==> config.mk <==
export PLATFORM = sky130hd
export DESIGN_NAME = tx_gearbox_flat
export DESIGN_NICKNAME = d
export VERILOG_FILES = /design/src/rtl/tx_gearbox_if.sv /design/src/rtl/tx_gearbox.sv /design/src/flat_wrapper.sv
export SDC_FILE = /design/constraint.sdc
export NUM_CORES = 1
export LEC_CHECK = 0
export BUFFER_PORTS_ARGS = -buffer_cell sky130_fd_sc_hd__buf_2
export CORE_AREA = 2 2 113 115
export CTS_CLUSTER_SIZE = 10
export DETAILED_ROUTE_END_ITERATION = 8
export DIE_AREA = 0 0 115 117
export GPL_ROUTABILITY_DRIVEN = 0
export PLACE_DENSITY = 0.73
export SETUP_SLACK_MARGIN = 0.2
export SLEW_MARGIN = 20
export SYNTH_ARGS = -nofsm -noshare
export SYNTH_HDL_FRONTEND = slang
export SYNTH_SLANG_ARGS = --single-unit
==> constraint.sdc <==
create_clock -name i_clk -period 3.2 [get_ports i_clk]
set_input_delay 0.16 -clock i_clk [delete_from_list [all_inputs] [get_ports i_clk]]
set_output_delay 0.16 -clock i_clk [all_outputs]
set_load 0.03 [all_outputs]
==> src/rtl/tx_gearbox_if.sv <==
// Bus bundle between the 64b/66b encoder side and the 32-bit TX gearbox.
interface tx_gearbox_if #(
    parameter int unsigned DATA_WIDTH = 32,
    parameter int unsigned HDR_WIDTH  = 2
);
    logic [DATA_WIDTH-1:0] i_tx_data;
    logic                  i_tx_data_valid;
    logic [HDR_WIDTH-1:0]  i_tx_sync_hdr;
    logic                  i_tx_sync_hdr_valid;
    logic                  o_tx_ready;
    logic [DATA_WIDTH-1:0] o_tx_data;
    logic [5:0]            o_tx_seq;
    logic                  o_underflow;
    logic                  o_hdr_err;

    modport master (
        output i_tx_data, i_tx_data_valid, i_tx_sync_hdr, i_tx_sync_hdr_valid,
        input  o_tx_ready, o_tx_data, o_tx_seq, o_underflow, o_hdr_err
    );

    modport slave (
        input  i_tx_data, i_tx_data_valid, i_tx_sync_hdr, i_tx_sync_hdr_valid,
        output o_tx_ready, o_tx_data, o_tx_seq, o_underflow, o_hdr_err
    );
endinterface

==> src/rtl/tx_gearbox.sv <==
// 66b-to-32b TX gearbox: two 32-bit half-blocks plus a 2-bit header per block,
// packed LSB first into 32-bit words over a 33-cycle sequence with one pause.
module tx_gearbox #(
    parameter int unsigned DATA_WIDTH = 32,
    parameter int unsigned HDR_WIDTH  = 2
) (
    input  logic          i_clk,
    input  logic          i_reset_n,
    tx_gearbox_if.slave   bus
);
    localparam int unsigned SEQ_W   = 6;
    localparam int unsigned CNT_W   = 7;
    localparam int unsigned BUF_W   = 2 * DATA_WIDTH;
    localparam logic [SEQ_W-1:0] SEQ_PAUSE = SEQ_W'(32);

    logic [SEQ_W-1:0]      seq_q, seq_d;
    logic [DATA_WIDTH-1:0] res_q, res_d;
    logic [CNT_W-1:0]      res_cnt_q, res_cnt_d;
    logic [DATA_WIDTH-1:0] data_q, data_d;
    logic                  underflow_q, underflow_d;
    logic                  hdr_err_q, hdr_err_d;

    logic                  ready_c;
    logic                  hdr_phase_c;
    logic [DATA_WIDTH-1:0] in_data_c;
    logic [HDR_WIDTH-1:0]  in_hdr_c;
    logic [BUF_W-1:0]      app_c;
    logic [CNT_W-1:0]      app_len_c;
    logic [BUF_W-1:0]      buf_c;

    // Next-state: append this cycle's bits above the residual, emit the oldest 32.
    always_comb begin
        ready_c     = i_reset_n && (seq_q != SEQ_PAUSE);
        hdr_phase_c = !seq_q[0] && (seq_q != SEQ_PAUSE);
        in_data_c   = bus.i_tx_data_valid ? bus.i_tx_data     : '0;
        in_hdr_c    = bus.i_tx_data_valid ? bus.i_tx_sync_hdr : '0;
        app_c       = '0;
        app_len_c   = '0;
        if (ready_c) begin
            if (hdr_phase_c) begin
                app_c     = BUF_W'({in_data_c, in_hdr_c});
                app_len_c = CNT_W'(DATA_WIDTH + HDR_WIDTH);
            end else begin
                app_c     = BUF_W'(in_data_c);
                app_len_c = CNT_W'(DATA_WIDTH);
            end
        end
        buf_c       = (app_c << res_cnt_q) | BUF_W'(res_q);
        data_d      = buf_c[DATA_WIDTH-1:0];
        res_d       = buf_c[BUF_W-1:DATA_WIDTH];
        res_cnt_d   = res_cnt_q + app_len_c - CNT_W'(DATA_WIDTH);
        underflow_d = underflow_q || (ready_c && !bus.i_tx_data_valid);
        // Header-valid must line up with the even phases; it never steers insertion.
        hdr_err_d   = bus.i_tx_sync_hdr_valid ? !hdr_phase_c
                                              : (hdr_phase_c && bus.i_tx_data_valid);
        seq_d       = (seq_q == SEQ_PAUSE) ? '0 : seq_q + SEQ_W'(1);
    end

    always_ff @(posedge i_clk or negedge i_reset_n) begin
        if (!i_reset_n) begin
            seq_q       <= '0;
            res_q       <= '0;
            res_cnt_q   <= '0;
            data_q      <= '0;
            underflow_q <= 1'b0;
            hdr_err_q   <= 1'b0;
        end else begin
            seq_q       <= seq_d;
            res_q       <= res_d;
            res_cnt_q   <= res_cnt_d;
            data_q      <= data_d;
            underflow_q <= underflow_d;
            hdr_err_q   <= hdr_err_d;
        end
    end

    assign bus.o_tx_ready  = ready_c;
    assign bus.o_tx_data   = data_q;
    assign bus.o_tx_seq    = seq_q;
    assign bus.o_underflow = underflow_q;
    assign bus.o_hdr_err   = hdr_err_q;
endmodule

==> src/flat_wrapper.sv <==
// flat-port wrapper written by rule: the top's interface ports become plain ports
module tx_gearbox_flat 
#(
    parameter int unsigned DATA_WIDTH = 32,
    parameter int unsigned HDR_WIDTH  = 2
)
  (i_clk, i_reset_n, bus_i_tx_data, bus_i_tx_data_valid, bus_i_tx_sync_hdr, bus_i_tx_sync_hdr_valid, bus_o_tx_ready, bus_o_tx_data, bus_o_tx_seq, bus_o_underflow, bus_o_hdr_err);
  tx_gearbox_if #(.DATA_WIDTH(DATA_WIDTH), .HDR_WIDTH(HDR_WIDTH)) bus_i ();
  input  logic i_clk;
  input  logic i_reset_n;
  input wire logic [$bits(bus_i.i_tx_data)-1:0] bus_i_tx_data;
  input wire logic [$bits(bus_i.i_tx_data_valid)-1:0] bus_i_tx_data_valid;
  input wire logic [$bits(bus_i.i_tx_sync_hdr)-1:0] bus_i_tx_sync_hdr;
  input wire logic [$bits(bus_i.i_tx_sync_hdr_valid)-1:0] bus_i_tx_sync_hdr_valid;
  output wire logic [$bits(bus_i.o_tx_ready)-1:0] bus_o_tx_ready;
  output wire logic [$bits(bus_i.o_tx_data)-1:0] bus_o_tx_data;
  output wire logic [$bits(bus_i.o_tx_seq)-1:0] bus_o_tx_seq;
  output wire logic [$bits(bus_i.o_underflow)-1:0] bus_o_underflow;
  output wire logic [$bits(bus_i.o_hdr_err)-1:0] bus_o_hdr_err;
  assign bus_i.i_tx_data = bus_i_tx_data;
  assign bus_i.i_tx_data_valid = bus_i_tx_data_valid;
  assign bus_i.i_tx_sync_hdr = bus_i_tx_sync_hdr;
  assign bus_i.i_tx_sync_hdr_valid = bus_i_tx_sync_hdr_valid;
  assign bus_o_tx_ready = bus_i.o_tx_ready;
  assign bus_o_tx_data = bus_i.o_tx_data;
  assign bus_o_tx_seq = bus_i.o_tx_seq;
  assign bus_o_underflow = bus_i.o_underflow;
  assign bus_o_hdr_err = bus_i.o_hdr_err;
  tx_gearbox #(.DATA_WIDTH(DATA_WIDTH), .HDR_WIDTH(HDR_WIDTH)) u_core (.i_clk(i_clk), .i_reset_n(i_reset_n), .bus(bus_i));
endmodule
# After elaboration in Yosys (flattened, before gate mapping)
# Cells that the tools add are included.
# op_classes
n_addsub	3
n_eq_ne	2
shift	1
mux	8
bitwise_logic	1
n_reduce_logical	8
# op_table
cell	count
2-to-1 mux 34 bit	2
OR 64 x 32 -> 64 bit	1
left shift 34 x 7 -> 64 bit	1
2-to-1 mux 32 bit	1
adder 7 bit	1
2-to-1 mux 7 bit	1
subtractor 7 x 6 -> 7 bit, second input constant	1
adder 6 x 1 -> 6 bit, second input constant	1
== test 6 bit, second input constant	1
2-to-1 mux 6 bit	1
inequality test 6 bit, second input constant	1
logical AND 1 bit	4
2-to-1 mux 2 bit	2
zero test 1 bit	3
logical OR 1 bit	1
2-to-1 mux 1 bit	1
# word_totals
register_bits	79
in_bits	38
output_inout_bits	41
wordCells	29

# Logic depth before layout (Yosys ltp)
# depth
word_depth	6
ltp_mapped	16
mapped_depth_nobuf	12

# Worst setup path after synthesis
# No wires, ideal clock.
# synth_timing
kind	reg2reg
from	reg u_core.seq_q[0], in the netlist u_core.bus.o_tx_seq[0]
to	reg u_core.res_cnt_q[6]
setup_time_ns	0.125
t_arrival_ns	2.955
required_ns	3.075
setup_slack_ns	0.119
path_stages_with_launch	17
path_buffers	4
period_less_slack_ns	3.081
cell_sequence	dfrtp_1 > buf_6 > buf_6 > buf_6 > buf_6 > inv_2 > ha_1 > or3b_1 > or2_2 > nand2_1 > nor2_1 > ha_1 > ha_1 > ha_1 > nand2_1 > nor2_1 > xnor2_1
# synth_via
elab_chain_cells	6
elab_cells_between_ends	8
classes_between	add/sub (2); eq/ne (1); mux (2); reduce/logical (3)
# synth_rtl
item	line	text
start: declaration	tx_gearbox.sv:16	logic [SEQ_W-1:0] seq_q, seq_d;
start signal: assignment	tx_gearbox.sv:68	seq_q <= seq_d;
inequality test 6 bit / zero test 1 bit (equally long branches)	tx_gearbox.sv:33, tx_gearbox.sv:34	
logical AND 1 bit	tx_gearbox.sv:34	hdr_phase_c = !seq_q[0] && (seq_q != SEQ_PAUSE);
2-to-1 mux 2 bit	tx_gearbox.sv:40	if (hdr_phase_c) begin
2-to-1 mux 7 bit *	tx_gearbox.sv:39	if (ready_c) begin
adder 7 bit *	tx_gearbox.sv:51	res_cnt_d = res_cnt_q + app_len_c - CNT_W'(DATA_WIDTH);
subtractor 7 x 6 -> 7 bit *	tx_gearbox.sv:51	
named net u_core.res_cnt_d[6]	tx_gearbox.sv:18	logic [CNT_W-1:0] res_cnt_q, res_cnt_d;
end signal: assignment	tx_gearbox.sv:70	res_cnt_q <= res_cnt_d;
end: declaration	tx_gearbox.sv:18	
# The timed path passes the listed nets; every way through them passes the cells marked *.

# Worst setup path in the final report
# layout_timing
from	reg u_core.res_cnt_q[1]
to	reg u_core.res_q[10]
# layout_via
elab_chain_cells	2
# layout_rtl
item	line	text
left shift 34 x 7 -> 64 bit	tx_gearbox.sv:48	buf_c = (app_c << res_cnt_q) | BUF_W'(res_q);
OR 64 x 32 -> 64 bit	tx_gearbox.sv:48	
named net u_core.buf_c[42]	tx_gearbox.sv:29	logic [BUF_W-1:0] buf_c;
end signal: assignment	tx_gearbox.sv:69	res_q <= res_d;
end: declaration	tx_gearbox.sv:17	logic [DATA_WIDTH-1:0] res_q, res_d;
# The timed path passes the listed nets, and every way through them passes these cells.

==> results.yml <==
synthesis:
  synth_area_per_cell_um2: 9.26
  syn-cell-area_um2: 5410
  yosysSeqAreaShare: 0.361
  synthCells: 584
  post_synth_num_cell_types: 80
  ys_async_sr_fraction: 1.00
  synth-edff-count: 0
  ys_ff_latch: 78
  synth_flop_cell: "dfrtp_1"
  ys_warn_count: 0
  syn-num-nets: 628
floorplan:
  die-area_um2: 13500
  pin_count: 79
  start_util: 0.439
  rows: 41
  die_height_um: 117
  core_um2: 12300
  die_w_um: 115
timing:
  setup_tns_ns: 0
  fin_crit_ns: 2.78
  finalWorstSetupSlack_ns: 0.415
  max_freq_ghz: 0.359
  clock-skew-final_ns: 0.0112
  finalCritPeriodShare: 0.870
  rsz0062_at_grt: "no"
  hold_viol: 0
  slew_viol_final: 0
  hold-worst-slack_ns: 0.0601
  setup_viol: 0
  slew_headroom: 0.247
  worstMarginPinSlew_ns: 1.13
route:
  routedWlPerCell_um: 21.7
  wl_mm: 17.3
  first_pass_iters: 6
  via_count: 5337
  via_per_inst: 6.70
  drc_errors: 0
  drt_iter0_drc: 721
  ant_nets: 0
final_layout:
  instances_no_fill: 796
  area_delta_synth_final_pct: 15.1
  n_fill_cell: 1142
  diodes: 0
  drive_gt1_frac: 0.237
  fin_nets: 685
worst_setup_path:
  start_kind: "flop"
  required_ns: 3.39
  reg2reg_from: "u_core.res_cnt_q[1]$_DFF_PN0_"
  criticalPathCategory: "reg -> reg"
  cp_max_fo: 19
  cp-end-kind: "flop"
  crit_start: "u_core.res_cnt_q[1]$_DFF_PN0_"
  crit_arrival_ns: 2.98
clock_network:
  clock_latency_ns: 0.34
  cts.sinks: 78
  htreeDepth: 3
  path_clk_slew_ns: 0.06
  cts_buffers: 9
  cts_buffer_depth: 2
  cts_tree: "yes"
  cts-root-buf: "clkbuf_16"
pwr:
  worst_ir_drop_vdd_mv: 0.395
  switching_share: 0.473
  pwr-share-comb: 0.548
  power_density_nw_per_um2: 955
  netSwitchingPower_w: 0.00281
  seqPwrFrac: 0.254
  p_int_w: 0.00313
  power_frac_clock: 0.198
  p_leak_nw: 2.76
grt:
  grt.overflow.total: 0
  grt_max_degree: 77
  grt_pass1_wl_mm: 27.4
  grt_pass1_vias: 5062
  antenna_found_initial: 0
  grt_use_total: 0.263
worst_hold_path:
  hp-start: "bus_i_tx_sync_hdr_valid"
  min_path_type: "in -> reg"
run:
  drv_cap: 0
place:
  io_buffers: 78
  placed_cells: 779
  dpl_worst_slack_ns: 0.597
  hpwl_mm: 12.8
outcome:
  outcome: "complete, no violations"
[registers in the layout (all words and copies together) (netlist names)]
signal                  cells
u_core.res_cnt_q            6
u_core.res_q               32
u_core.bus.o_underflow      1
u_core.bus.o_hdr_err        1
u_core.bus.o_tx_data       32
u_core.bus.o_tx_seq         6
[power groups by stage]
stage / clock network, W / registers (W) / logic, W
after floorplan: 0 / 0.00154 / 0.00219
after global placement: 0 / 0.00151 / 0.00309
after detailed placement: 0 / 0.00152 / 0.00312
after CTS: 0.00118 / 0.00150 / 0.00314
after global routing: 0.00123 / 0.00154 / 0.00344
final: 0.00118 / 0.00151 / 0.00326
[logic make-up (layout without fill, tap and decap cells)]
family / count (synthesis) / after routing / share of synthesized area
AO/OA/AOI/OAI: 188 / 188 / 0.250
AND/OR/NAND/NOR: 176 / 176 / 0.165
flip-flops: 78 / 78 / 0.361
multiplexers: 67 / 67 / 0.140
buffers and inverters: 61 / 123 / 0.0571
XOR/XNOR: 8 / 8 / 0.0130
adder cells (fa/ha/maj): 6 / 6 / 0.0139
[cell usage in the layout (no fill, tap or decap), types with 13 or more instances in the layout]
cell	instances
a21oi_1	26
nor3_1	20
o21ai_0	13
buf_2	77
nor2_1	40
o22ai_1	24
mux2_2	17
mux2i_1	41
buf_4	18
nand2_1	46
dfrtp_1	76
[per-stage QoR]
stage          total power (W)  utilization  cell area, µm²
2_1_floorplan          0.00373            -            5410
3_5_place_dp           0.00464        0.477            5870
3_3_place_gp           0.00459        0.477            5870
4_1_cts                0.00582        0.505            6220
6_report               0.00594        0.505            6220
5_1_grt                0.00622        0.505            6220
[synth_stat cells (all sizes together), types with 7 or more instances]
library cell  number  area, µm²
dfrtp             78       1950
nand2             47        176
mux2i             41        410
nor2              40        150
buf               29        189
a21oi             26        130
o21ai             26        134
o22ai             24        150
clkbuf            22       82.6
mux2              22        255
nor3              22        120
a211oi            13        103
nand3             12       60.1
o21bai            12       90.1
nand2b            11       76.3
inv               10       37.5
o211ai            10       75.1
a22oi              8       60.1
a21o               7       52.6
a2bb2oi            7       61.3
or2                7       43.8
[critical path: stages (launching register included)]
cell,delay [ns]
dfrtp_1,0.77
nor2b_1,0.70
a22oi_1,0.15
o211ai_1,0.37
nor3_1,0.11
a311oi_1,0.35
o22ai_1,0.16
[per-layer routing]
metal / wire length, µm / share of wire / track usage
met4: 794 / 0.046 / 0.123
met2: 7490 / 0.43 / 0.401
met3: 2120 / 0.12 / 0.0778
met5: 0 / 0 / 0
met1: 6850 / 0.40 / 0.345
[final timing paths]
path                                                endpoint  slack (ns)  depth (start not counted)
min                           u_core.bus.o_hdr_err$_DFF_PN0_        0.06                          3
max in group asynchronous          u_core.res_q[6]$_DFF_PN0_        1.82                          3
min reg2reg                u_core.bus.o_tx_data[4]$_DFF_PN0_        0.43                          1
max                               u_core.res_q[10]$_DFF_PN0_        0.42                          6
min in group asynchronous      u_core.res_cnt_q[2]$_DFF_PN0_        0.21                          2
max reg2reg                       u_core.res_q[10]$_DFF_PN0_        0.42                          6
[final cells by class]
class                   count  area, µm²  share of cell area
flip-flops and latches     78       1950               0.314
clock buffers              12        246              0.0396
clock inverters             4       95.1              0.0153
well taps                 150        188              0.0302
inverters                  10       37.5             0.00603
repair buffers             97        551              0.0885
multi-input cells         445       3150               0.506
[repair_timing]
item / CTS / global route
endpoints found under the hold margin: 2 / 0
setup buffers: 0 / 0
hold buffers: 1 / 0
gates resized for setup: 0 / 0
(Power assumes the default switching activity.)
